`src/rtl/control_unit.sv`:
```
// Multi-cycle phase sequencer: walks each instruction through eight datapath
// phases, driving one registered one-hot enable per phase.
module control_unit #(
  parameter int unsigned STAGE_CYCLES = 1
) (
  input  logic clk,
  input  logic rst,
  input  logic top_en,
  output logic IF,
  output logic ID,
  output logic REG,
  output logic EX,
  output logic MEM,
  output logic WB,
  output logic BR,
  output logic JU
);

  typedef enum logic [3:0] {
    IDLE, S_IF, S_ID, S_REG, S_EX, S_MEM, S_WB, S_BR, S_JU
  } state_t;

  localparam logic [7:0] LAST = 8'(STAGE_CYCLES - 1);

  state_t     state_q, state_d;
  logic [7:0] cnt_q, cnt_d;
  logic [7:0] en_q, en_d;

  function automatic state_t next_phase(input state_t s);
    case (s)
      S_IF:    return S_ID;
      S_ID:    return S_REG;
      S_REG:   return S_EX;
      S_EX:    return S_MEM;
      S_MEM:   return S_WB;
      S_WB:    return S_BR;
      S_BR:    return S_JU;
      default: return S_IF;
    endcase
  endfunction

  function automatic logic [7:0] decode(input state_t s);
    case (s)
      S_IF:    return 8'b0000_0001;
      S_ID:    return 8'b0000_0010;
      S_REG:   return 8'b0000_0100;
      S_EX:    return 8'b0000_1000;
      S_MEM:   return 8'b0001_0000;
      S_WB:    return 8'b0010_0000;
      S_BR:    return 8'b0100_0000;
      S_JU:    return 8'b1000_0000;
      default: return 8'b0000_0000;
    endcase
  endfunction

  // Only cycles with the enable actually asserted count toward dwell, so the
  // edge that ends a pause re-asserts the current phase instead of advancing.
  always_comb begin
    state_d = state_q;
    cnt_d   = cnt_q;
    en_d    = '0;
    if (state_q == IDLE) begin
      if (top_en) begin
        state_d = S_IF;
        cnt_d   = '0;
      end
    end else if (top_en && (en_q != '0)) begin
      if (cnt_q == LAST) begin
        state_d = next_phase(state_q);
        cnt_d   = '0;
      end else begin
        cnt_d = cnt_q + 8'd1;
      end
    end
    if (top_en) en_d = decode(state_d);
  end

  always_ff @(posedge clk) begin
    if (rst) begin
      state_q <= IDLE;
      cnt_q   <= '0;
      en_q    <= '0;
    end else begin
      state_q <= state_d;
      cnt_q   <= cnt_d;
      en_q    <= en_d;
    end
  end

  assign IF  = en_q[0];
  assign ID  = en_q[1];
  assign REG = en_q[2];
  assign EX  = en_q[3];
  assign MEM = en_q[4];
  assign WB  = en_q[5];
  assign BR  = en_q[6];
  assign JU  = en_q[7];

endmodule

```
`config.mk`:
```
export PLATFORM = sky130hd
export DESIGN_NAME = control_unit
export DESIGN_NICKNAME = d
export VERILOG_FILES = /design/src/rtl/control_unit.sv
export SDC_FILE = /design/constraint.sdc
export NUM_CORES = 1
export LEC_CHECK = 0
export ABC_CLOCK_PERIOD_IN_PS = 2500
export CORE_ASPECT_RATIO = 1.1
export CORE_MARGIN = 3
export CORE_UTILIZATION = 58
export DETAILED_ROUTE_END_ITERATION = 10
export PLACE_DENSITY = 0.88
export SYNTH_ARGS = -nofsm -noshare
export SYNTH_HDL_FRONTEND = slang
export SYNTH_SLANG_ARGS = --single-unit
```
`constraint.sdc`:
```
create_clock -name clk -period 2.5 [get_ports clk]
set_input_delay 0.375 -clock clk [delete_from_list [all_inputs] [get_ports clk]]
set_output_delay 0.375 -clock clk [all_outputs]
set_load 0.03 [all_outputs]
```
==> out/metrics.sh <==
FLOW.AREA_GROWTH_FROM_SYNTHESIS_PCT=11.7
CLOCK_SKEW_NS=0.00263
DETAILED_PLACE_HPWL_UM=1690
WORST-SETUP-PATH-TYPE='register to register'
CAP_VIOL_MAX_COUNT=0
MAPPEDNETLISTAREA_MM2=0.00106
NETSWITCHINGPOWER_mW=0.142
SYNTH-EDFF-COUNT=0
IO_PINS=11
TIMING.FINAL.CRIT_SHARE_PCT=76.7
PORT_BUFFERS=10
GLOBAL_ROUTE.USAGE.TOTAL_PCT=21.1
POST_CTS.REPAIR.SETUP_BUFFERS=0
POWER_FRAC_SEQ_PCT=60.8
PIN_COUNT_OF_THE_BIGGEST_NET_ENTERING_GLOBAL_ROUTING=14
ROOT_BUFFER_SELECTED_BY_CTS='clkbuf_4'
CTS_MAX_PATH_BUFFERS=2
POWER.COMBINATIONAL.FRACTION_PCT=13.3
REQUIRED_NS=2.72
CTS-BUFFERS-INSERTED=3
CRITPATHLAUNCH='cnt_q[2]$_SDFFE_PP0P_'
WORST-R2R-SETUP-SLACK_NS=0.58
CRIT_PATH_START_KIND='register'
VIA_COUNT_OF_THE_FIRST_GLOBAL_ROUTING_PASS=846
SYNTH_SEQ_AREA_SHARE_PCT=37.8
DRT_DRC_VIOLATIONS_LEFT=0
LAYOUT_MIN_CYCLE_TIME_NS=1.92
POSTROUTEANTENNANETS=0
DIODES=0
TIGHTESTPINTRANSITION_NS=0.492
SYNTH.FF_LATCH_COUNT=20
TRITONCTS_NUM_SINKS=20
PLACEMENT_ROWS=15
SYNTH_FLOP_CELL='dfxtp_1'
CRITPATHCAPTURETYPE='register'
P_PER_AREA_mW_PER_MM2=466
WIRELENGTH_UM=2200
DIE_X_UM=46.7
WORSTHOLDSTART='cnt_q[6]$_SDFFE_PP0P_'
SYN-NUM-NETS=121
CRITICAL_PATH.REG2REG.STARTPOINT='cnt_q[2]$_SDFFE_PP0P_'
CRITICAL_PATH_ARRIVAL_NS=2.14
CTS.REPAIR.RESIZED=0
TRITONCTS='done'
FP.DIEH_UM=50.8
MET2_USAGE_PCT=31.9
INITIAL_CORE_UTILIZATION_PCT=64.1
CLOCK_POWER_SHARE_PCT=25.9
AVGROUTEDWIREPERCELL_UM=15.6
FP.COREAREA_MM2=0.00165
CRITICAL_PATH_PEAK_FANOUT=6
DRV_SLEW=0
SYNTH_TOP_CELL_AREA_SHARE_PCT=37.8
CLKLATENCYLATEPIN_NS=0.28
HOLD_BUFFERS=0
DR.FIRST_ITER.DRC_COUNT=24
MAXCLOCKFREQUENCY_MHz=522
POST_DRT_VIA_CELL_RATIO=6.45
HOLD_VIOLATIONS=0
FINALSETUPVIOLATIONS=0
CLK_TRANSITION_REPORTED_PATHS_NS=0.10
YOSYSUNIQUECELLTYPES=37
WORST_IR_DROP_VDD_V=0.000372
STATUS='complete, no violations'
SYNTH_AREA_PER_CELL_UM2=9.13
YOSYS_WARNINGS=0
HOLD_CLASS='register to register'
DRIVE_ABOVE_1_SHARE_PCT=12.1
DETAILEDROUTE.FIRSTPASSITERATIONCOUNT=4
SYNTH_MOST_COMMON_CELL='dfxtp_1'
CELL_TYPE_CONTRIBUTING_THE_MOST_TOTAL_CELL_AREA_AFTER_SYNTHESIS='dfxtp_1'
P_LEAK_nW=0.390
FIN_HOLD_WS_NS=0.550
P_INT_mW=0.409
GLOBAL_ROUTE.PEAK_USAGE_LAYER='met2'
USE_MET3_PCT=4.66
CTS_HTREE_LEVELS=1
DIE-AREA_MM2=0.00237
POSTSYNTH.ASYNCRESETSHARE_PCT=0
SYNTH_TOP_CELLS_BY_AREA='dfxtp_1, nor2_1, a21oi_1'
SETUP_TNS_NS=0
PLACER_S_FINAL_ROUTABILITY_CONGESTION_ESTIMATE=1.00
SLEW_HEADROOM_PCT=66.9
GRT_OVERFLOW=0
SYNTH_TOP_CELLS_BY_COUNT='dfxtp_1, nor2_1, a21oi_1'
GRTUSAGEMET1_PCT=28.2
VIA_COUNT=909
CELLS_AFTER_SYNTHESIS=116
ANTENNA_FOUND_INITIAL=0
RSZ0062_AT_GRT='no'
POWER_SWITCHING_SHARE_PCT=25.8
GRT_PASS1_WL_UM=3620
FINAL_NET_COUNT=131
[power groups by stage]
| stage | sequential, mW | clock [mW] | combinational [mW] |
|---|---|---|---|
| detailed placement | 0.341 | 0 | 0.0722 |
| CTS | 0.334 | 0.148 | 0.0723 |
| finish | 0.335 | 0.143 | 0.0734 |
| global route | 0.335 | 0.163 | 0.0801 |
| global placement | 0.341 | 0 | 0.0701 |
| floorplan | 0.337 | 0 | 0.0583 |
[final timing paths]
check	to	cells after the start
setup reg to reg	en_q[7]$_SDFF_PP0_	5
hold / removal	cnt_q[6]$_SDFFE_PP0P_	2
setup / recovery	en_q[7]$_SDFF_PP0_	5
hold reg to reg	cnt_q[6]$_SDFFE_PP0P_	2
[critical path: stages (launching register included)]
cell	delay, ns
dfxtp_1	0.39
nor4_4	0.30
and3_1	0.36
nand2_2	0.15
or4_4	0.50
a21oi_1	0.15
[per-stage QoR]
step           cells  util [%]  setup slack, ns  power [mW]  area, um^2
3_5_place_dp     138      70.2            0.327       0.414        1160
5_1_grt          141      71.6            0.438       0.579        1180
2_1_floorplan    116         -            0.644       0.396        1060
3_3_place_gp     138      70.2            0.368       0.411        1160
6_report         141      71.6            0.583       0.551        1180
4_1_cts          141      71.6            0.599       0.554        1180
[layer usage]
layer,vias to the layer above,wire [um]
li1,439,-
met3,4,130
met1,433,995
met2,33,1040
met5,-,0
met4,0,32
[area by class of cell]
cell class,instances,area [um^2]
flip-flops and latches,20,400
inverters,5,18.8
well taps,17,21.3
fillers,119,469
clock buffers,3,22.5
multi-input cells,86,619
repair buffers,10,100
[layout by cell type, fill, tap and decap left out, types with 2 or more instances in the layout]
| master | synthesis | final |
|---|---|---|
| nor2_1 | 13 | 13 |
| ha_1 | 2 | 2 |
| clkbuf_4 | 0 | 3 |
| nor4_1 | 3 | 3 |
| clkdlybuf4s50_1 | 0 | 10 |
| a21oi_1 | 9 | 9 |
| nor3b_1 | 3 | 3 |
| o21ai_0 | 3 | 3 |
| nand2b_1 | 2 | 2 |
| nor3_1 | 3 | 3 |
| nand3_1 | 2 | 2 |
| or3_1 | 5 | 5 |
| inv_1 | 5 | 5 |
| nand4_1 | 4 | 4 |
| nand2_1 | 5 | 5 |
| nor4_4 | 2 | 2 |
| dfxtp_1 | 20 | 20 |
| xnor2_1 | 5 | 5 |
| or4_4 | 4 | 4 |
| xor2_1 | 4 | 4 |
[sequential cells by signal, indices dropped and copies added (netlist names)]
| signal | count |
|---|---|
| en_q | 8 |
| cnt_q | 8 |
| state_q | 4 |
[logic make-up after synthesis]
| family | after synthesis | share of synthesized area (%) |
|---|---|---|
| compound gates | 22 | 15.4 |
| xor+xnor | 9 | 7.45 |
| fa+ha+maj | 2 | 2.36 |
| buf+inv | 10 | 3.66 |
| flops | 20 | 37.8 |
| simple gates | 53 | 33.3 |
Power figures use the tool's default switching activity.
